File: src/rtl/rgb_denormalizer_if.sv
// Pixel handshake bundle for rgb_denormalizer: normalized input side and 8-bit result side.
interface rgb_denormalizer_if;
  localparam int unsigned IN_W  = 32;
  localparam int unsigned OUT_W = 8;

  logic                    in_valid;
  logic                    in_ready;
  logic signed [IN_W-1:0]  R_in;
  logic signed [IN_W-1:0]  G_in;
  logic signed [IN_W-1:0]  B_in;
  logic                    out_valid;
  logic                    out_ready;
  logic [OUT_W-1:0]        R_out;
  logic [OUT_W-1:0]        G_out;
  logic [OUT_W-1:0]        B_out;

  modport master (
    output in_valid, R_in, G_in, B_in, out_ready,
    input  in_ready, out_valid, R_out, G_out, B_out
  );

  modport slave (
    input  in_valid, R_in, G_in, B_in, out_ready,
    output in_ready, out_valid, R_out, G_out, B_out
  );
endinterface

File: src/rtl/rgb_denormalizer.sv
// Converts normalized RGB (0..SCALE) to 8-bit channels with round-half-up, using one shared
// 8-cycle restoring divider per channel. Optional macro DENORM_SAT_FLAG_EN adds the sat output.
module rgb_denormalizer #(
  parameter int unsigned SCALE = 1000000
) (
  input  logic               Clk,
  input  logic               Reset,
  rgb_denormalizer_if.slave  bus
`ifdef DENORM_SAT_FLAG_EN
  ,
  output logic               sat
`endif
);
  localparam int unsigned DW = 32;
  localparam int unsigned OW = 8;
  localparam logic [DW-1:0] SCALE_W = DW'(SCALE);
  localparam logic [DW-1:0] HALF_W  = DW'(SCALE / 2);
  localparam logic [DW-1:0] MUL_W   = DW'(255);

  typedef enum logic [1:0] {IDLE, DIV, HOLD} state_e;

  state_e          state_q, state_d;
  logic [1:0]      ch_q, ch_d;
  logic [2:0]      bit_q, bit_d;
  logic [DW-1:0]   c_r_q, c_r_d, c_g_q, c_g_d, c_b_q, c_b_d;
  logic [DW-1:0]   rem_q, rem_d;
  logic [OW-1:0]   quo_q, quo_d;
  logic [OW-1:0]   r_q, r_d, g_q, g_d, b_q, b_d;
  logic            in_ready_q, in_ready_d;
  logic            out_valid_q, out_valid_d;

  logic [DW-1:0]   cur_c, rem_cur, trial, rem_nxt;
  logic            q_bit;
  logic [OW-1:0]   quo_nxt;

  function automatic logic [DW-1:0] clamp_ch(input logic signed [DW-1:0] v);
    if (v < 0)                       return '0;
    else if (v > $signed(SCALE_W))   return SCALE_W;
    else                             return $unsigned(v);
  endfunction

`ifdef DENORM_SAT_FLAG_EN
  logic sat_pend_q, sat_pend_d;
  logic sat_q, sat_d;

  function automatic logic is_clamped(input logic signed [DW-1:0] v);
    return (v < 0) || (v > $signed(SCALE_W));
  endfunction

  assign sat = sat_q;
`endif

  // One restoring step: the first bit of each channel seeds the remainder with c*255 + SCALE/2.
  always_comb begin
    case (ch_q)
      2'd0:    cur_c = c_r_q;
      2'd1:    cur_c = c_g_q;
      default: cur_c = c_b_q;
    endcase
    rem_cur = (bit_q == 3'd0) ? (cur_c * MUL_W + HALF_W) : rem_q;
    trial   = SCALE_W << (3'd7 - bit_q);
    q_bit   = (rem_cur >= trial);
    rem_nxt = q_bit ? (rem_cur - trial) : rem_cur;
    quo_nxt = {quo_q[OW-2:0], q_bit};
  end

  always_comb begin
    state_d = state_q;
    ch_d    = ch_q;
    bit_d   = bit_q;
    c_r_d   = c_r_q;
    c_g_d   = c_g_q;
    c_b_d   = c_b_q;
    rem_d   = rem_q;
    quo_d   = quo_q;
    r_d     = r_q;
    g_d     = g_q;
    b_d     = b_q;
`ifdef DENORM_SAT_FLAG_EN
    sat_pend_d = sat_pend_q;
    sat_d      = sat_q;
`endif

    case (state_q)
      IDLE: begin
        if (bus.in_valid) begin
          c_r_d   = clamp_ch(bus.R_in);
          c_g_d   = clamp_ch(bus.G_in);
          c_b_d   = clamp_ch(bus.B_in);
          ch_d    = 2'd0;
          bit_d   = 3'd0;
          state_d = DIV;
`ifdef DENORM_SAT_FLAG_EN
          sat_pend_d = is_clamped(bus.R_in) || is_clamped(bus.G_in) || is_clamped(bus.B_in);
`endif
        end
      end
      DIV: begin
        rem_d = rem_nxt;
        quo_d = quo_nxt;
        bit_d = bit_q + 3'd1;
        if (bit_q == 3'd7) begin
          ch_d = ch_q + 2'd1;
          case (ch_q)
            2'd0: r_d = quo_nxt;
            2'd1: g_d = quo_nxt;
            default: begin
              b_d     = quo_nxt;
              ch_d    = 2'd0;
              state_d = HOLD;
`ifdef DENORM_SAT_FLAG_EN
              sat_d   = sat_pend_q;
`endif
            end
          endcase
        end
      end
      HOLD: begin
        if (bus.out_ready) state_d = IDLE;
      end
      default: state_d = IDLE;
    endcase

    in_ready_d  = (state_d == IDLE);
    out_valid_d = (state_d == HOLD);
  end

  always_ff @(posedge Clk) begin
    if (Reset) begin
      state_q     <= IDLE;
      ch_q        <= '0;
      bit_q       <= '0;
      c_r_q       <= '0;
      c_g_q       <= '0;
      c_b_q       <= '0;
      rem_q       <= '0;
      quo_q       <= '0;
      r_q         <= '0;
      g_q         <= '0;
      b_q         <= '0;
      in_ready_q  <= 1'b1;
      out_valid_q <= 1'b0;
`ifdef DENORM_SAT_FLAG_EN
      sat_pend_q  <= 1'b0;
      sat_q       <= 1'b0;
`endif
    end else begin
      state_q     <= state_d;
      ch_q        <= ch_d;
      bit_q       <= bit_d;
      c_r_q       <= c_r_d;
      c_g_q       <= c_g_d;
      c_b_q       <= c_b_d;
      rem_q       <= rem_d;
      quo_q       <= quo_d;
      r_q         <= r_d;
      g_q         <= g_d;
      b_q         <= b_d;
      in_ready_q  <= in_ready_d;
      out_valid_q <= out_valid_d;
`ifdef DENORM_SAT_FLAG_EN
      sat_pend_q  <= sat_pend_d;
      sat_q       <= sat_d;
`endif
    end
  end

  assign bus.in_ready  = in_ready_q;
  assign bus.out_valid = out_valid_q;
  assign bus.R_out     = r_q;
  assign bus.G_out     = g_q;
  assign bus.B_out     = b_q;
endmodule
File: src/flat_wrapper.sv
// flat-port wrapper written by rule: the top's interface ports become plain ports
module rgb_denormalizer_flat 
#(
  parameter int unsigned SCALE = 1000000
)
  (Clk, Reset, bus_in_valid, bus_R_in, bus_G_in, bus_B_in, bus_out_ready, bus_in_ready, bus_out_valid, bus_R_out, bus_G_out, bus_B_out);
  rgb_denormalizer_if bus_i ();
  input  logic Clk;
  input  logic Reset;
  input wire logic [$bits(bus_i.in_valid)-1:0] bus_in_valid;
  input wire logic [$bits(bus_i.R_in)-1:0] bus_R_in;
  input wire logic [$bits(bus_i.G_in)-1:0] bus_G_in;
  input wire logic [$bits(bus_i.B_in)-1:0] bus_B_in;
  input wire logic [$bits(bus_i.out_ready)-1:0] bus_out_ready;
  output wire logic [$bits(bus_i.in_ready)-1:0] bus_in_ready;
  output wire logic [$bits(bus_i.out_valid)-1:0] bus_out_valid;
  output wire logic [$bits(bus_i.R_out)-1:0] bus_R_out;
  output wire logic [$bits(bus_i.G_out)-1:0] bus_G_out;
  output wire logic [$bits(bus_i.B_out)-1:0] bus_B_out;
  assign bus_i.in_valid = bus_in_valid;
  assign bus_i.R_in = bus_R_in;
  assign bus_i.G_in = bus_G_in;
  assign bus_i.B_in = bus_B_in;
  assign bus_i.out_ready = bus_out_ready;
  assign bus_in_ready = bus_i.in_ready;
  assign bus_out_valid = bus_i.out_valid;
  assign bus_R_out = bus_i.R_out;
  assign bus_G_out = bus_i.G_out;
  assign bus_B_out = bus_i.B_out;
  rgb_denormalizer #(.SCALE(SCALE)) u_core (.Clk(Clk), .Reset(Reset), .bus(bus_i));
endmodule
File: config.mk
export PLATFORM = sky130hd
export DESIGN_NAME = rgb_denormalizer_flat
export DESIGN_NICKNAME = d
export VERILOG_FILES = /design/src/rtl/rgb_denormalizer_if.sv /design/src/rtl/rgb_denormalizer.sv /design/src/flat_wrapper.sv
export SDC_FILE = /design/constraint.sdc
export NUM_CORES = 1
export LEC_CHECK = 0
export CAP_MARGIN = 20
export CORE_MARGIN = 1
export CORE_UTILIZATION = 55
export CTS_BUF_LIST = sky130_fd_sc_hd__clkbuf_4 sky130_fd_sc_hd__clkbuf_8 sky130_fd_sc_hd__clkbuf_16
export DETAILED_ROUTE_END_ITERATION = 12
export PLACE_DENSITY_LB_ADDON = 0.25
export REMOVE_ABC_BUFFERS = 1
export SETUP_SLACK_MARGIN = 0.02
export SLEW_MARGIN = 40
export SYNTH_ARGS = -nofsm -noshare
export SYNTH_HDL_FRONTEND = slang
export SYNTH_SLANG_ARGS = --single-unit
File: constraint.sdc
create_clock -name Clk -period 18.05 [get_ports Clk]
set_input_delay 4.5125 -clock Clk [delete_from_list [all_inputs] [get_ports Clk]]
set_output_delay 4.5125 -clock Clk [all_outputs]
set_load 0.01 [all_outputs]
* Word level (Yosys, flattened, before mapping)
Index checks and enable logic that the tools add are counted.
Storage, ports and cells: register bits after elaboration 168, input port bits 100, output and inout bits 26, word-level logic and storage cells 67
Cells by class: add/subtract/negate cells 5, $mul 1, $lt $le $gt $ge 7, equality and inequality tests 7, shifts and indexed selects 1, muxes and demuxes 20, bitwise gates (word level) 1, reduce and logical (&&, ||, !) cells 12
Operator list (count):
- 2-to-1 mux 32 bit | 8
- greater-than comparator 32 x 21 -> 1 bit, second input constant | 3
- < comparator 32 x 1 -> 1 bit, second input constant | 3
- one-hot mux 32 bit (2 select lines) | 1
- adder 32 x 19 -> 32 bit, second input constant | 1
- greater-or-equal comparator 32 bit | 1
- multiplier 32 x 8 -> 32 bit, second input constant | 1
- left shift 20 x 3 -> 32 bit, first input constant | 1
- subtractor 32 bit | 1
- 2-to-1 mux 2 bit | 7
- AND reduction 3 bit | 4
- zero test 2 bit | 3
- one-hot mux 2 bit (3 select lines) | 1
- one-hot mux 3 bit (2 select lines) | 1
- == test 2 x 1 -> 1 bit, second input constant | 2
- == test 2 bit, second input constant | 2
- one-hot mux 2 bit (2 select lines) | 1
- AND reduction 2 bit | 2
- adder 3 x 1 -> 3 bit, second input constant | 1
- == test 3 bit, second input constant | 1
- zero test 3 bit | 1
- 2-to-1 mux 3 bit | 1
- subtractor 3 bit, first input constant | 1
- adder 2 x 1 -> 2 bit, second input constant | 1
- 5 further kinds | 5

* Logic depth before layout (Yosys ltp)
Gate-level depths: netlist (run 1).
depth after elaboration 7, depth in mapped cells 39

* Worst setup path after synthesis (run 1)
Ideal clock, no wire load.
path type register to register, start point register u_core.ch_q[0], end point register u_core.rem_q[12], setup time 0.086 ns, arrival 8.261 ns, data required time 17.964 ns, slack 9.703 ns, cell stages (with the launch flop) 37, path buffers 4, cells stage by stage dfxtp_1 -> buf_2 -> buf_1 -> clkbuf_1 -> mux2i_1 -> o21ai_0 -> fa_1 -> inv_1 -> fa_1 -> inv_1 -> fa_1 -> inv_1 -> fa_1 -> inv_1 -> ha_1 -> a21oi_1 -> nand2_1 -> o21ai_0 -> o21ai_1 -> or2_2 -> a221o_1 -> a21oi_1 -> xor2_1 -> o21ai_0 -> ha_1 -> nor2_1 -> o21ai_0 -> o221a_2 -> o21ai_4 -> a21oi_1 -> a311o_2 -> nor2_4 -> o211a_4 -> nand2_4 -> buf_6 -> mux2i_1 -> a211oi_1
On the way: longest elaborated chain between the ends 7, elaborated cells on any way between the ends 9
RTL lines:
- start: declaration | line rgb_denormalizer.sv:23 | logic [1:0] ch_q, ch_d;
- start signal: assignment | line rgb_denormalizer.sv:149 | ch_q <= ch_d;
- == test 2 x 1 -> 1 bit / zero test 2 bit (equally long branches) | line rgb_denormalizer.sv:55 | case (ch_q)
- one-hot mux 32 bit (2 select lines) (*) | line rgb_denormalizer.sv:55
- multiplier 32 x 8 -> 32 bit (*) | line rgb_denormalizer.sv:60 | rem_cur = (bit_q == 3'd0) ? (cur_c * MUL_W + HALF_W) : rem_q;
- adder 32 x 19 -> 32 bit (*) | line rgb_denormalizer.sv:60
- 2-to-1 mux 32 bit (*) | line rgb_denormalizer.sv:60
- subtractor 32 bit / greater-or-equal comparator 32 bit (equally long branches) | line rgb_denormalizer.sv:63, rgb_denormalizer.sv:62
- 2-to-1 mux 32 bit (*) | line rgb_denormalizer.sv:63 | rem_nxt = q_bit ? (rem_cur - trial) : rem_cur;
- end signal: assignment | line rgb_denormalizer.sv:154 | rem_q <= rem_d;
- end: declaration | line rgb_denormalizer.sv:26 | logic [DW-1:0] rem_q, rem_d;
Mark *: on every way between the ends. The rest lies on a longest branch, timed or not. A chain may end at the register's enable or synchronous reset.

* Worst setup path after layout (run 1)
start point register u_core.ch_q[1], end point register u_core.rem_q[9]
The elaborated chain is that of the path after synthesis.

==> flow_metrics.py, run 1 <==
metrics = {
    "run_status": {
        "status": "finished clean",
    },
    "route": {
        "drt_first_pass_iters": 5,
        "finalWirelength_um": 32050,
        "drc": 0,
        "vias_per_cell": 5.570,
        "ant_nets": 0,
        "drt_iter0_drc": 747,
        "vias": 11060,
        "drt-wirelength-per-cell_um": 16.14,
    },
    "final_layout": {
        "final_cell_mix": "inv_1 (231), nor2_1 (159), dfxtp_1 (157)",
        "area_delta_synth_final_pct": 15.67,
        "num-nets-final": 1968,
        "nFillCells": 2006,
        "fin_cells": 1986,
        "drive_gt1_frac": 0.05522,
        "layout_commonest_cell": "inv_1",
    },
    "synthesis": {
        "synth_top_area_share": 0.2373,
        "synthesis.area_um2": 13410,
        "synth-simple-area-share": 0.1474,
        "yosys.cell_types.count": 77,
        "synth-seq-cells": 159,
        "synth_xor_xnor_area_share": 0.03862,
        "synth_compound_area_frac": 0.1791,
        "syn_inst": 1567,
        "ys_seq_area_frac": 0.2373,
        "synth_area_leader_cell": "dfxtp_1",
        "postSynth.asyncResetShare": 0,
        "synth_top_family_by_area": "adder cells",
        "synth_fa_ha_area_frac": 0.2686,
        "synthFlopType": "dfxtp_1",
        "synth_area_leaders": "dfxtp_1 (24%), fa_1 (18%), ha_1 (8.9%), inv_1 (6.5%), nor2_1 (4.5%)",
        "synth_mux_area_frac": 0.04263,
        "yosys_warnings": 0,
        "syn_avg_cell_area_um2": 8.559,
        "synth_edf_count": 0,
    },
    "clock_tree": {
        "insertion_delay_ns": 0.44,
        "root_buffer": "clkbuf_16",
        "cts_sinks": 159,
        "cts_resized": 0,
        "cts-htree-levels": 4,
        "post_cts_buffers": 0,
        "cts-buffers-inserted": 17,
        "clk_pin_slew_ns": 0.07,
        "cts_tree": "yes",
        "cts_hold_buf": 0,
        "cts_buffer_depth": 2,
    },
    "global_route": {
        "antenna_found_initial": 1,
        "grt_pass1_vias": 10840,
        "use_met3": 0.03340,
        "grt_pass1_wl_um": 52720,
        "grt_max_degree": 85,
        "grt.total_usage": 0.2676,
        "grt.overflow.total": 0,
        "use_met1": 0.3564,
        "busiest_layer": "met2",
        "global_route.usage.met2": 0.4495,
    },
    "timing": {
        "finalSetupViolations": 0,
        "fin_skew_ns": 0.01807,
        "slew_headroom": 0.4310,
        "worstMarginPinSlew_ns": 0.8446,
        "grt_setup_unrepaired": "no",
        "fin_crit_ns": 8.875,
        "finalCritPeriodShare": 0.4917,
        "fin_setup_tns_ns": 0,
        "finalHoldViolCount": 0,
        "maxSlewViolCount": 0,
        "fmax_ghz": 0.1127,
    },
    "floorplan": {
        "coreArea_um2": 23680,
        "io_pins": 126,
        "row_count": 56,
        "die_x_um": 158.2,
        "dieArea_um2": 25010,
        "start_util": 0.5663,
        "die_h_um": 158.2,
    },
    "critical_path": {
        "ff2ff_path_depth": 31,
        "endpoint": "u_core.rem_q[9]",
        "critPathRequiredTime_ns": 18.39,
        "crit-reg2reg-capture": "u_core.rem_q[9]",
        "cp_num_buf_inv": 5,
        "slowest_stage": "fa_1",
        "critical_path_class": "register to register",
        "critical-path-top-delay-family": "compound AO/OA/AOI/OAI gates",
        "r2r_start": "u_core.ch_q[1]",
        "path_depth": 31,
        "rrSetupSlack_ns": 9.17,
        "critical_path.startpoint": "u_core.ch_q[1]",
        "slowest_delay_ns": 0.57,
        "crit_fanout": 61,
        "cp-start-kind": "register",
        "arrival_ns": 9.21,
        "end_kind": "register",
    },
    "pwr": {
        "p_leak_nw": 6.758,
        "p_per_area_nw_per_um2": 85.55,
        "peakVddDrop_mv": 0.08604,
    },
    "min_path": {
        "hold_path.class": "register to register",
    },
    "placed_design": {
        "dp_hpwl_um": 24380,
        "io_buffers": 125,
        "gp_congestion": 0.9328,
        "dpl.cell_count": 1952,
    },
    "run": {
        "maxCapViolCount": 0,
    },
}
[layer usage]
metal  part of all wire  vias to the layer above
met5                  0                        -
met3              0.050                       43
met2               0.48                      342
li1                   -                     5417
met4              0.017                        0
met1               0.45                     5260
[final cells by class]
cell class	instances	area, um^2	area share
Clock inverter	14	173.9	0.01121
Tap cell	319	399.1	0.02573
Antenna cell	1	2.502	0.0001613
Inverter	231	867.1	0.05589
Sequential cell	159	3188	0.2055
Multi-Input combinational cell	1105	9084	0.5855
Timing Repair Buffer	139	1366	0.08807
Clock buffer	18	432.9	0.02791
[synthesized netlist by cell type, types with 24 or more instances]
| master | number |
|---|---|
| o21ai_0 | 63 |
| nor3_1 | 36 |
| nor2_1 | 159 |
| clkbuf_1 | 58 |
| a22oi_1 | 43 |
| nand2_1 | 110 |
| a21oi_1 | 99 |
| fa_1 | 120 |
| a211oi_1 | 24 |
| inv_1 | 231 |
| ha_1 | 95 |
| xnor2_1 | 41 |
| dfxtp_1 | 159 |
| and2_1 | 37 |
| mux2i_1 | 56 |
[flip-flops by register name, indices dropped and copies added, names as in the netlist, 3 cells and up]
signal	flops
u_core.c_b_q	31
u_core.c_g_q	31
u_core.c_r_q	31
u_core.rem_q	26
u_core.bus.B_out	8
u_core.bus.G_out	8
u_core.bus.R_out	8
u_core.quo_q	7
u_core.bit_q	3
[logic make-up (layout without fill, tap and decap cells)]
group | Yosys count | after routing
and+or+nand+nor | 424 | 424
DFF | 159 | 159
AOI/OAI and AO/OA | 351 | 351
buffers and inverters | 303 | 402
other | 0 | 1
adders and majority gates | 216 | 216
xor gates and xnor gates | 57 | 57
muxes | 57 | 57
[worst register-to-register path: cells and delay by family, from the launching register on]
kind	cells	cell delay [ns]
adders and majority gates	6	2.70
buffers and inverters	5	0.88
muxes	1	0.20
and+or+nand+nor	6	1.10
AOI/OAI and AO/OA	13	3.41
DFF	1	0.48
[worst min path at each step]
| stage | endpoint | cells after the start | from | slack [ns] |
|---|---|---|---|---|
| after global routing | u_core.c_b_q[25] | 1 | u_core.c_b_q[25] | 0.47 |
| after detailed placement | u_core.c_g_q[25] | 1 | u_core.c_g_q[25] | 0.45 |
| final | u_core.rem_q[18] | 2 | u_core.rem_q[18] | 0.46 |
| after global placement | u_core.rem_q[24] | 2 | u_core.rem_q[24] | 0.44 |
| after floorplan | u_core.rem_q[10] | 2 | u_core.rem_q[10] | 0.43 |
| after CTS | u_core.rem_q[10] | 2 | u_core.rem_q[10] | 0.46 |
[through the flow]
step	worst slack, ns	hold WS [ns]	utilization	instance area (um^2)	total power [W]
2_1_floorplan	9.471	0.4260	-	13120	0.0008087
3_3_place_gp	9.252	0.4391	0.6283	14880	0.0009297
3_5_place_dp	9.343	0.4457	0.6285	14880	0.0009405
4_1_cts	9.261	0.4582	0.6541	15490	0.001326
5_1_grt	8.658	0.4703	0.6550	15510	0.001413
6_report	9.175	0.4593	0.6551	15510	0.001327
[power breakdown]
part,switching (W),internal [W],total (W)
Sequential,0.0000100,0.000366,0.000376
Clock,0.000171,0.000211,0.000382
Combinational,0.000329,0.000240,0.000569
Total,0.000510,0.000818,0.00133
Note: power is estimated with default switching activity, not from simulation.
==> inputs of run 2 (changes only) <==
Clock period 18.05 ns to 8.5 ns, I/O delays scaled along.
==> run 2 against run 1 <==
Compared with the run above: clock-buffer cell count unchanged; critical path depth up 2; sequential cell count unchanged; combinational power up 120%; final area up 1.8%; clock power up 110%; cell count up 1.1%; via count up 0.94%; non-clock buffer count up 22; critical endpoint is now u_core.rem_q[18]; highest routed layer unchanged.
==> flow_metrics.py, run 2 (synthesized netlist as in run 1, its figures left out) <==
metrics = {
    "critical_path": {
        "slowest_delay_ns": 0.56,
        "slowest_stage": "fa_1",
        "critical_path_class": "register to register",
        "end_kind": "register",
        "critPathRequiredTime_ns": 8.85,
        "arrival_ns": 8.42,
        "cp-start-kind": "register",
        "crit_fanout": 7,
    },
    "global_route": {
        "grt_pass1_vias": 11040,
        "antenna_found_initial": 1,
        "grt.total_usage": 0.2669,
        "grt.overflow.total": 0,
        "grt_max_degree": 85,
        "grt_pass1_wl_um": 53270,
    },
    "placed_design": {
        "io_buffers": 125,
        "dpl.cell_count": 1958,
        "dp_hpwl_um": 24480,
        "gp_congestion": 0.9188,
    },
    "timing": {
        "worstMarginPinSlew_ns": 0.8234,
        "maxSlewViolCount": 0,
        "fin_skew_ns": 0.01428,
        "finalSetupViolations": 0,
        "fmax_ghz": 0.1240,
        "fin_setup_tns_ns": 0,
        "finalCritPeriodShare": 0.9485,
        "fin_crit_ns": 8.062,
        "whs_ns": 0.4581,
        "finalHoldViolCount": 0,
        "slew_headroom": 0.4511,
        "grt_setup_unrepaired": "no",
    },
    "route": {
        "drt_iter0_drc": 631,
        "vias": 11170,
        "drt_first_pass_iters": 5,
        "ant_nets": 0,
        "vias_per_cell": 5.561,
        "drt-wirelength-per-cell_um": 16.07,
        "drc": 0,
        "finalWirelength_um": 32260,
    },
    "final_layout": {
        "layout_commonest_cell": "inv_1",
        "drive_gt1_frac": 0.07879,
        "final_cell_mix": "inv_1 (231), nor2_1 (159), dfxtp_1 (156)",
        "fin_cells": 2008,
        "area_delta_synth_final_pct": 17.75,
        "top_regs": "u_core.c_b_q (31), u_core.c_g_q (31), u_core.c_r_q (31)",
        "num-nets-final": 1990,
    },
    "floorplan": {
        "start_util": 0.5663,
        "io_pins": 126,
        "die_h_um": 158.2,
        "dieArea_um2": 25010,
        "coreArea_um2": 23680,
        "row_count": 56,
        "die_x_um": 158.2,
    },
    "pwr": {
        "p_leak_nw": 6.899,
        "p_per_area_nw_per_um2": 179.9,
        "peakVddDrop_mv": 0.1433,
    },
    "clock_tree": {
        "cts-buffers-inserted": 17,
        "cts-htree-levels": 4,
        "insertion_delay_ns": 0.43,
        "clk_pin_slew_ns": 0.07,
        "cts_buffer_depth": 2,
        "cts_sinks": 159,
        "root_buffer": "clkbuf_16",
        "cts_tree": "yes",
    },
    "min_path": {
        "hold_path.class": "register to register",
    },
    "run_status": {
        "status": "finished clean",
    },
    "run": {
        "maxCapViolCount": 0,
    },
}
run 2: metal layers:
metal | global-route usage | wire length, um | vias up
met1 | 0.3548 | 14820 | 5364
met5 | 0 | 0 | -
met2 | 0.4545 | 15660 | 289
met4 | 0.07921 | 496 | 0
met3 | 0.03093 | 1282 | 38
li1 | - | - | 5475
run 2: power breakdown:
| part | internal (W) | switching, W | total [W] |
|---|---|---|---|
| registers | 0.000777 | 0.0000225 | 0.000800 |
| clock network | 0.000448 | 0.000355 | 0.000803 |
| logic | 0.000528 | 0.000711 | 0.00124 |
| total | 0.00175 | 0.00109 | 0.00284 |
run 2: area by class of cell:
class / count / area [um^2]
diodes: 1 / 2.502
fillers: 1973 / 7890
inverters: 231 / 867.1
flip-flops and latches: 159 / 3192
multi-input cells: 1105 / 9165
clock inverters: 14 / 173.9
repair buffers: 161 / 1560
clock buffers: 18 / 432.9
well taps: 319 / 399.1
run 2: timing repair:
action | 4_1_cts | 5_1_grt
hold buffers | 0 | 0
cloned | 0 | 0
setup endpoints to repair | 14 | 30
pin swaps | 0 | 5
buffers inserted | 0 | 17
resized for setup | 2 | 33
run 2: critical path: cells and delay by family (launching register included):
kind / cells / cell delay, ns
AOI/OAI and AO/OA: 16 / 3.38
adders and majority gates: 6 / 2.86
buffers and inverters: 7 / 0.77
DFF: 1 / 0.39
muxes: 1 / 0.11
and+or+nand+nor: 3 / 0.50
run 2: path summary, 6_finish.rpt:
kind                            depth (start not counted)                to              from  slack (ns)
worst max-delay path                                   33  u_core.rem_q[18]    u_core.ch_q[0]        0.44
worst max register to register                         33  u_core.rem_q[18]    u_core.ch_q[0]        0.44
worst min register to register                          2  u_core.rem_q[24]  u_core.rem_q[24]        0.46
worst min-delay path                                    2  u_core.rem_q[24]  u_core.rem_q[24]        0.46
run 2: through the flow:
step           cell area (um^2)  power (W)  worst slack (ns)    util
2_1_floorplan             13120   0.001717          -0.07858       -
3_3_place_gp              14920   0.001964            0.3379  0.6302
3_5_place_dp              14930   0.001996          -0.02825  0.6305
4_1_cts                   15540   0.002806           0.06913  0.6562
5_1_grt                   15790   0.003027           0.01109  0.6667
6_report                  15790   0.002841            0.4381  0.6668
==> inputs of run 3 (changes only) <==
Settings changed: CORE_UTILIZATION 55 to 36.
==> run 3 against run 2 <==
Compared with the run above: register-to-register slack hardly changed; worst setup slack worse by 0.0014 ns; maximum frequency is essentially flat; cell count rose by 7.7%; largest power group unchanged; highest routed layer unchanged.
==> flow_metrics.py, run 3 (synthesized netlist as in run 1, its figures left out) <==
metrics = {
    "run_status": {
        "status": "finished clean",
    },
    "critical_path": {
        "end_kind": "register",
        "critPathRequiredTime_ns": 8.86,
        "cp_num_buf_inv": 7,
        "crit_fanout": 9,
        "critical_path_class": "register to register",
        "slowest_stage": "fa_1",
        "slowest_delay_ns": 0.53,
        "arrival_ns": 8.43,
        "cp-start-kind": "register",
        "critical-path-top-delay-family": "compound AO/OA/AOI/OAI gates",
    },
    "global_route": {
        "antenna_found_initial": 0,
        "grt.total_usage": 0.1781,
        "grt_pass1_vias": 10880,
        "grt_max_degree": 72,
        "grt.overflow.total": 0,
        "grt_pass1_wl_um": 54790,
    },
    "timing": {
        "slew_headroom": 0.4660,
        "fmax_ghz": 0.1240,
        "fin_skew_ns": 0.01278,
        "fin_crit_ns": 8.063,
        "finalHoldViolCount": 0,
        "finalCritPeriodShare": 0.9486,
        "maxSlewViolCount": 0,
        "finalSetupViolations": 0,
        "worstMarginPinSlew_ns": 0.8010,
    },
    "final_layout": {
        "finish.instance_area_um2": 15970,
        "top_regs": "u_core.c_b_q (31), u_core.c_g_q (31), u_core.c_r_q (31)",
        "area_delta_synth_final_pct": 19.05,
        "num-nets-final": 1996,
        "drive_gt1_frac": 0.08205,
        "final_cell_mix": "inv_1 (231), nor2_1 (159), dfxtp_1 (157)",
        "layout_commonest_cell": "inv_1",
        "antenna_cells": 0,
    },
    "clock_tree": {
        "cts-buffers-inserted": 17,
        "insertion_delay_ns": 0.45,
        "cts_tree": "yes",
        "cts_buffer_depth": 2,
        "cts_sinks": 159,
        "clk_pin_slew_ns": 0.06,
        "root_buffer": "clkbuf_16",
        "cts-htree-levels": 4,
    },
    "pwr": {
        "totalPowerFinal_w": 0.002775,
        "p_per_area_nw_per_um2": 173.8,
        "p_leak_nw": 6.904,
        "peakVddDrop_mv": 0.1782,
    },
    "min_path": {
        "hold_path.class": "register to register",
    },
    "placed_design": {
        "io_buffers": 125,
        "place_area_um2": 15200,
        "gp_congestion": 0.9171,
        "dp_hpwl_um": 25990,
    },
    "route": {
        "drt_first_pass_iters": 5,
        "ant_nets": 0,
        "vias": 10810,
        "drt_iter0_drc": 413,
        "drc": 0,
        "drt-wirelength-per-cell_um": 15.24,
        "finalWirelength_um": 32940,
        "vias_per_cell": 5.001,
    },
    "floorplan": {
        "start_util": 0.3663,
        "row_count": 70,
        "die_x_um": 195.0,
        "io_pins": 126,
        "coreArea_um2": 36610,
        "die_h_um": 195.0,
        "dieArea_um2": 38030,
    },
    "run": {
        "maxCapViolCount": 0,
    },
}
==> run 3: worst paths after layout <==
| path | start | to | slack [ns] | cells past startpoint |
|---|---|---|---|---|
| min | u_core.bus.R_out[5] | u_core.bus.R_out[5] | 0.46 | 2 |
| max | u_core.ch_q[0] | u_core.rem_q[28] | 0.44 | 33 |
| max reg2reg | u_core.ch_q[0] | u_core.rem_q[28] | 0.44 | 33 |
| min reg2reg | u_core.bus.R_out[5] | u_core.bus.R_out[5] | 0.46 | 2 |
==> run 3: metal layers <==
layer  wire (um)  part of all wire  up-vias  GRT usage
met5           0                 0        -          0
met2       14960              0.45      234     0.2888
met1       16040              0.49     5083     0.2413
met4         561             0.017        0    0.05599
met3        1381             0.042       29    0.03022
li1            -                 -     5466          -
==> run 3: worst min-delay path, stage by stage (launching register included) <==
cell and delay, ns:
dfxtp_1 0.31, nand2_1 0.05, a21oi_1 0.05
==> run 3: stage by stage <==
step / setup slack, ns / cells / hold WS (ns) / TNS, ns / utilization
after floorplan: -0.07858 / 1495 / 0.4260 / -0.7610 / -
after global placement: 0.2143 / 2116 / 0.4389 / 0 / 0.4147
after detailed placement: 0.02429 / 2116 / 0.4441 / 0 / 0.4153
after CTS: 0.1068 / 2148 / 0.4587 / 0 / 0.4309
after global routing: -0.04268 / 2162 / 0.4707 / -0.04268 / 0.4361
final: 0.4367 / 2162 / 0.4556 / 0 / 0.4361
==> run 3: layout make-up <==
type | instances | area (um^2)
flip-flops and latches | 159 | 3191
repair buffers | 167 | 1572
clock buffers | 18 | 439.2
multi-input cells | 1105 | 9181
inverters | 231 | 867.1
clock inverters | 14 | 131.4
fillers | 3650 | 20640
well taps | 468 | 585.6
==> run 3: where the power goes <==
part	switching, W	internal [W]
Sequential	0.0000216	0.000777
Clock	0.000337	0.000414
Combinational	0.000703	0.000523
==> run 3: timing repair <==
action,CTS,global route
pin swaps,0,4
gates resized for setup,1,26
hold buffers,0,0
endpoints found under the setup margin,6,30
setup buffers,0,14
